**config.mk**
```make
export PLATFORM = sky130hd
export DESIGN_NAME = wb_pipe
export DESIGN_NICKNAME = d
export VERILOG_FILES = /design/src/rtl/wb_pipe.sv
export SDC_FILE = /design/constraint.sdc
export NUM_CORES = 1
export LEC_CHECK = 0
export CAP_MARGIN = 20
export CORE_AREA = 2 2 107 109
export DETAILED_ROUTE_END_ITERATION = 12
export DIE_AREA = 0 0 109 111
export PLACE_DENSITY = 0.83
export SLEW_MARGIN = 15
export SYNTH_ARGS = -nofsm -noshare
export SYNTH_HDL_FRONTEND = slang
export SYNTH_SLANG_ARGS = --single-unit
```
**constraint.sdc**
```tcl
create_clock -name i_clk -period 3.45 [get_ports i_clk]
set_input_delay 0.69 -clock i_clk [delete_from_list [all_inputs] [get_ports i_clk]]
set_output_delay 0.69 -clock i_clk [all_outputs]
set_load 0.02 [all_outputs]
```
**src/rtl/wb_pipe.sv**
```systemverilog
// KLP32 writeback stage: registers one retiring instruction, aligns load data, drives rf write + forwarding.
// Optional retire counter enabled by defining WB_RETIRE_CNT_EN.
module wb_pipe #(
    parameter int XLEN       = 32,
    parameter int REG_ADDR_W = 5,
    parameter int CNT_W      = 64
) (
    input  logic                  i_clk,
    input  logic                  i_rst_n,
    input  logic                  i_valid,
    output logic                  o_ready,
    input  logic                  i_stall,
    input  logic                  i_flush,
    input  logic [31:0]           i_inst,
    input  logic                  i_reg_wr_en,
    input  logic [1:0]            i_wb_sel,
    input  logic [XLEN-1:0]       i_alu_result,
    input  logic [XLEN-1:0]       i_load_data,
    input  logic [XLEN-1:0]       i_pc,
    input  logic [XLEN-1:0]       i_imm,
    output logic                  o_writeback_reg_wr_en,
    output logic [XLEN-1:0]       o_writeback_wb_mux_result,
    output logic [REG_ADDR_W-1:0] o_writeback_write_addr,
    output logic                  o_fwd_valid,
    output logic                  o_misalign,
    output logic [CNT_W-1:0]      o_retire_count
);

    logic [REG_ADDR_W-1:0] rd;
    logic [2:0]            funct3;
    logic [1:0]            addr;
    logic [7:0]            ld_byte;
    logic [15:0]           ld_half;
    logic [XLEN-1:0]       ld_ext;
    logic [XLEN-1:0]       result;
    logic                  mis;

    logic                  valid_q;
    logic                  wr_en_q;
    logic                  mis_q;
    logic [REG_ADDR_W-1:0] rd_q;
    logic [XLEN-1:0]       data_q;
    logic                  wr;

    logic                  unused_inst_bits;

    assign rd     = i_inst[REG_ADDR_W+6:7];
    assign funct3 = i_inst[14:12];
    assign addr   = i_alu_result[1:0];
    assign unused_inst_bits = ^{i_inst[31:15], i_inst[6:0]};

    always_comb begin
        ld_byte = i_load_data[7:0];
        case (addr)
            2'd0: ld_byte = i_load_data[7:0];
            2'd1: ld_byte = i_load_data[15:8];
            2'd2: ld_byte = i_load_data[23:16];
            2'd3: ld_byte = i_load_data[31:24];
            default: ld_byte = i_load_data[7:0];
        endcase
        ld_half = addr[1] ? i_load_data[31:16] : i_load_data[15:0];
        case (funct3)
            3'b000:  ld_ext = {{(XLEN-8){ld_byte[7]}}, ld_byte};
            3'b100:  ld_ext = {{(XLEN-8){1'b0}}, ld_byte};
            3'b001:  ld_ext = {{(XLEN-16){ld_half[15]}}, ld_half};
            3'b101:  ld_ext = {{(XLEN-16){1'b0}}, ld_half};
            default: ld_ext = i_load_data;
        endcase
    end

    always_comb begin
        result = i_alu_result;
        case (i_wb_sel)
            2'd0: result = i_alu_result;
            2'd1: result = ld_ext;
            2'd2: result = i_pc + {{(XLEN-3){1'b0}}, 3'd4};
            2'd3: result = i_imm;
            default: result = i_alu_result;
        endcase
    end

    // Misalignment only matters for loads; other sources ignore the low address bits.
    assign mis = (i_wb_sel == 2'd1) &&
                 ((((funct3 == 3'b001) || (funct3 == 3'b101)) && addr[0]) ||
                  ((funct3 == 3'b010) && (addr != 2'd0)));

    always_ff @(posedge i_clk or negedge i_rst_n) begin
        if (!i_rst_n) begin
            valid_q <= 1'b0;
            wr_en_q <= 1'b0;
            mis_q   <= 1'b0;
            rd_q    <= '0;
            data_q  <= '0;
        end else begin
            if (i_flush)
                valid_q <= 1'b0;
            else if (!i_stall)
                valid_q <= i_valid;
            if (!i_stall) begin
                wr_en_q <= i_reg_wr_en;
                mis_q   <= mis;
                rd_q    <= rd;
                data_q  <= result;
            end
        end
    end

    assign wr = valid_q & wr_en_q & (rd_q != '0) & ~mis_q;

    assign o_ready                   = ~i_stall;
    assign o_writeback_reg_wr_en     = wr;
    assign o_fwd_valid               = wr;
    assign o_writeback_wb_mux_result = data_q;
    assign o_writeback_write_addr    = rd_q;
    assign o_misalign                = valid_q & mis_q & ~i_stall;

`ifdef WB_RETIRE_CNT_EN
    logic [CNT_W-1:0] cnt_q;

    // Counts every instruction that leaves, including suppressed writes; wraps naturally.
    always_ff @(posedge i_clk or negedge i_rst_n) begin
        if (!i_rst_n)
            cnt_q <= '0;
        else if (valid_q && !i_stall)
            cnt_q <= cnt_q + {{(CNT_W-1){1'b0}}, 1'b1};
    end

    assign o_retire_count = cnt_q;
`else
    assign o_retire_count = '0;
`endif

endmodule
```
**Yosys cells after proc, flatten, opt, wreduce, memory -nomap -nowiden**

Cells that the tools add are included.

- Bits in registers: 40
- Output and inout bits: 105
- Word-level logic and storage cells: 40

- Add/sub/neg operators: 1
- Equality and inequality tests: 11
- Multiplexer cells: 6
- Bitwise operators: 7
- Reductions and logical operators: 10

Operators by type and width:

| cell | number |
|---|---|
| case mux 32 bit (4 select lines) | 2 |
| adder 32 x 3 -> 32 bit, second input constant | 1 |
| case mux 8 bit (4 select lines) | 1 |
| two-way mux 16 bit | 1 |
| == test 2 bit, second input constant | 4 |
| == test 3 bit, second input constant | 2 |
| bitwise AND 1 bit | 5 |
| nonzero test 5 bit | 1 |
| == test 2 x 1 -> 1 bit, second input constant | 2 |
| logical NOT 2 bit | 2 |
| == test 3 x 1 -> 1 bit, second input constant | 1 |
| == test 3 x 2 -> 1 bit, second input constant | 1 |
| logical AND 1 bit | 3 |
| logical NOT 3 bit | 1 |
| logical OR 1 bit | 2 |
| two-way mux 1 bit | 2 |
| inequality test 2 x 1 -> 1 bit, second input constant | 1 |
| inverter 1 bit | 2 |
| nonzero test 2 bit | 1 |

**Logic depth before layout (Yosys ltp)**

- Word-level depth: 5
- Gate-level depth with buffers: 8
- Gate-level depth less buffers: 6

**Worst setup path after synthesis**

No wires, ideal clock.

- Kind: input -> register
- Start: in i_pc[2]
- End: reg data_q[24], in the netlist o_writeback_wb_mux_result[24]
- Arrival: 2,375 ps
- Data required time: 3,368 ps
- Setup slack: 993 ps
- Stages on the path: 6
- Buffers on the path: 0
- Cell sequence: ha_1 nand3_2 or4_4 or4_1 a31o_1 a31oi_1

- Word-level cells in the longest chain between the ends: 2

RTL lines:

| item | RTL line | RTL |
|---|---|---|
| start, declared | 19 | `input logic [XLEN-1:0] i_pc,` |
| adder 32 x 3 -> 32 bit | 76 | `2'd2: result = i_pc + {{(XLEN-3){1'b0}}, 3'd4};` |
| case mux 32 bit (4 select lines) | 73 | `case (i_wb_sel)` |
| end signal, assigned | 103 | `data_q <= result;` |
| end, declared | 42 | `logic [XLEN-1:0] data_q;` |

No other way between the ends.
A chain may end at the register's enable or synchronous reset.

**Final worst setup path**

- Start: in i_pc[2]
- End: reg data_q[22], in the netlist o_writeback_wb_mux_result[22]

The elaborated chain is that of the path after synthesis.

==> out/results.txt <==
Critical path's top delay family - simple AND/OR/NAND/NOR gates
Capture point of the critical path - o_writeback_wb_mux_result[22]$_DFFE_PN0N_
Routability cong. - 0.894
Arrival @ worst endpoint - 3.16 ns
Multi-input gate area - 2610 sq um
Reg2Reg Setup Slack - 2.63 ns
Clock network fraction of total power - 30.4%
Number of synthesized flops with an enable pin - 0
CTS tree - done
Fmax - 337 MHz
Clock Latency Late Sink - 0.28 ns
Post-synthesis async set-or-reset flop share - 100%
Master of the slowest instance on the critical path - or4_1
Max-cap viol count - 0
DRC - 0
FILL cells - 1037
Yosys top cell by area - dfrtp_1
Sequential area share after synthesis - 24.7%
WL per Instance - 18.9 um
Slew @ Worst Pin - 0.965 ns
Comb power frac - 39.8%
Non-Filler Instances - 855
Pwr per Cell Area - 316 nW/um^2
Initial antenna violation count - 0
H-tree levels - 2
CP Capture Type - flop
Pins over their slew limit - 0
Worst VDD drop - 0.000252 V
Clk buf depth - 2
Min-Delay Path Depth - 2
Flop pwr share - 29.8%
Hold Crit Class - flop to flop
Hold Buf Count CTS - 0
Buffers plus inverters on the worst setup path - 2
Sw frac - 33.3%
Port Buffers - 184
Clock tree root buffer cell - clkbuf_16
Total internal power - 1.26 mW
Final Instance Area - 5970 sq um
Post-synthesis cell type count - 62
ANT cells - 0
DRT Pass-1 Iters - 7
Die Area - 12100 sq um
Reg-to-Reg End - o_writeback_wb_mux_result[11]$_DFFE_PN0N_
# setup viols final - 0
Reg2Reg Launch Point - o_writeback_wb_mux_result[11]$_DFFE_PN0N_
Setup crit start kind - primary input
GRT Total Usage - 26.0%
Nets - 880
Synthesized area per cell - 7.49 sq um
Worst-path clk slew - 0.06 ns
Yosys top cell area share - 24.7%
Number of synthesized register bits - 40
Worst-path cell chain - clkdlybuf4s50_1 -> ha_1 -> nand3_2 -> buf_4 -> nor4_1 -> a311oi_1 -> or4_1 -> o211ai_1
WP depth - 8
Vias in the first global route - 4505
Synth area leaders - dfrtp_1, buf_4, o21ai_0
Clk sink count - 40
CP Class - primary input to flop
Placed insts - 847
Vias/cell - 5.45
CP max stage delay - 0.58 ns
Final setup TNS - 0 ns
Cell depth of the worst flop-to-flop path - 1
Syn Inst Count - 542
NetSw - 0.629 mW
Layout Skew - 0 ns
Starting Density - 36.6%
Unrepaired setup endpoints after global routing - false
Dpl hpwl - 12800 um
Outcome - completed
Critical path startpoint - i_pc[2]
Final period util - 86.0%
Largest net degree at the start of global routing - 53
CP max FO - 7
Area grow syn2layout - 47.2%
Placed Instance Area - 5790 sq um
TritonCTS Buffers - 5
Post-CTS setup repair buffer count - 0
FF+latch area - 1000 sq um
Top_reg_cell synth - dfrtp_1
Netlist Area Pre-Place - 4060 sq um
Row count - 39
Via count - 4661
Global-route wire length before repair - 24400 um
Gr ovfl total - 0
Initial DRC count - 316
Pleak - 2.35 nW
I/O Pins - 273
Tmin final - 2.97 ns
Most common cell after layout, fill and taps aside - clkdlybuf4s50_1
Total Wirelength - 16100 um
Core footprint - 11100 sq um
Share of cells above drive strength 1 - 6.88%
Critical Path RT - 3.65 ns
Syn. warnings - 0
Slew headroom - 35.7%
Die height - 111 um
Die X - 109 um
Most frequent cells in the layout - clkdlybuf4s50_1, nand2_1, conb_1, o21ai_0, dfrtp_1
Antenna Violating Nets Remaining - 0
Final hold violations - 0
Post-CTS Resized - 0
area by class of cell:
cell class / instances / area share, %
clock buffers: 7 / 2.55
repair buffers: 199 / 32.5
inverters: 16 / 1.01
clock inverters: 1 / 0.503
flip-flops and latches: 40 / 16.8
well taps: 143 / 2.99
multi-input cells: 449 / 43.7
cells by family after synthesis:
kind of cell | Yosys count | synth area share [%]
and+or+nand+nor | 187 | 23.1
buffers and inverters | 116 | 16.8
xor gates and xnor gates | 9 | 1.94
muxes | 21 | 5.98
DFF | 40 | 24.7
adders and majority gates | 1 | 0.308
AOI/OAI and AO/OA | 167 | 27.1
other | 1 | 0.0924
layer usage:
metal | up-vias | track usage [%] | routed length (um)
li1 | 2201 | - | -
met3 | 27 | 3.70 | 1020
met4 | 0 | 8.38 | 478
met1 | 2199 | 33.6 | 6660
met5 | - | 0 | 0
met2 | 234 | 44.1 | 7970
how the worst min path moves through the flow:
| stage | startpoint | slack (ns) | end |
|---|---|---|---|
| finish | o_writeback_wb_mux_result[17]$_DFFE_PN0N_ | 0.51 | o_writeback_wb_mux_result[17]$_DFFE_PN0N_ |
| detailed placement | o_writeback_wb_mux_result[3]$_DFFE_PN0N_ | 0.49 | o_writeback_wb_mux_result[3]$_DFFE_PN0N_ |
| floorplan | i_rst_n | 0.39 | mis_q$_DFFE_PN0N_ |
| global placement | o_writeback_wb_mux_result[6]$_DFFE_PN0N_ | 0.48 | o_writeback_wb_mux_result[6]$_DFFE_PN0N_ |
| CTS | o_writeback_wb_mux_result[17]$_DFFE_PN0N_ | 0.51 | o_writeback_wb_mux_result[17]$_DFFE_PN0N_ |
| global route | o_writeback_wb_mux_result[1]$_DFFE_PN0N_ | 0.54 | o_writeback_wb_mux_result[1]$_DFFE_PN0N_ |
flip-flops by register name, summed over array words and instances (netlist names):
name / count
wr_en_q: 1
o_writeback_write_addr: 5
mis_q: 1
o_writeback_wb_mux_result: 32
valid_q: 1
stage by stage:
step | utilization [%] | power (mW) | hold slack [ns] | worst slack (ns)
2_1_floorplan | - | 0.969 | 0.394 | 0.993
3_3_place_gp | 52.3 | 1.31 | 0.479 | 0.314
3_5_place_dp | 52.3 | 1.32 | 0.490 | 0.244
4_1_cts | 53.9 | 1.89 | 0.513 | 0.527
5_1_grt | 53.9 | 1.97 | 0.542 | 0.424
6_report | 53.9 | 1.89 | 0.511 | 0.484
synthesized netlist by cell type (2+ instances only):
cell type / number
a21boi_0: 2
and3_1: 3
a311o_1: 2
nand4_1: 7
or4_1: 3
nand3_1: 7
o21ai_0: 57
nor3_1: 13
mux2i_1: 4
a32oi_1: 3
xnor2_1: 6
and4_1: 6
a31oi_1: 20
o31a_1: 8
a211oi_1: 3
dfrtp_1: 40
o22ai_1: 2
nor2_1: 35
a21oi_1: 20
clkbuf_1: 31
o31ai_1: 3
buf_4: 65
buf_1: 3
a311oi_1: 2
and2_1: 3
xor2_1: 3
inv_1: 15
nand2_1: 64
mux2_2: 16
a221o_1: 3
nand2b_1: 6
a21o_1: 2
o211ai_1: 8
o21a_1: 3
or3_1: 19
nor4_1: 11
a22o_1: 7
nor2b_1: 5
o221ai_1: 6
a221oi_1: 4
power by group through the flow:
stage | combinational [mW] | clock [mW] | sequential [mW]
6_report | 0.751 | 0.574 | 0.564
5_1_grt | 0.804 | 0.598 | 0.569
4_1_cts | 0.749 | 0.582 | 0.563
3_5_place_dp | 0.746 | 0 | 0.569
3_3_place_gp | 0.740 | 0 | 0.568
2_1_floorplan | 0.336 | 0 | 0.633
Power figures use the tool's default switching activity.
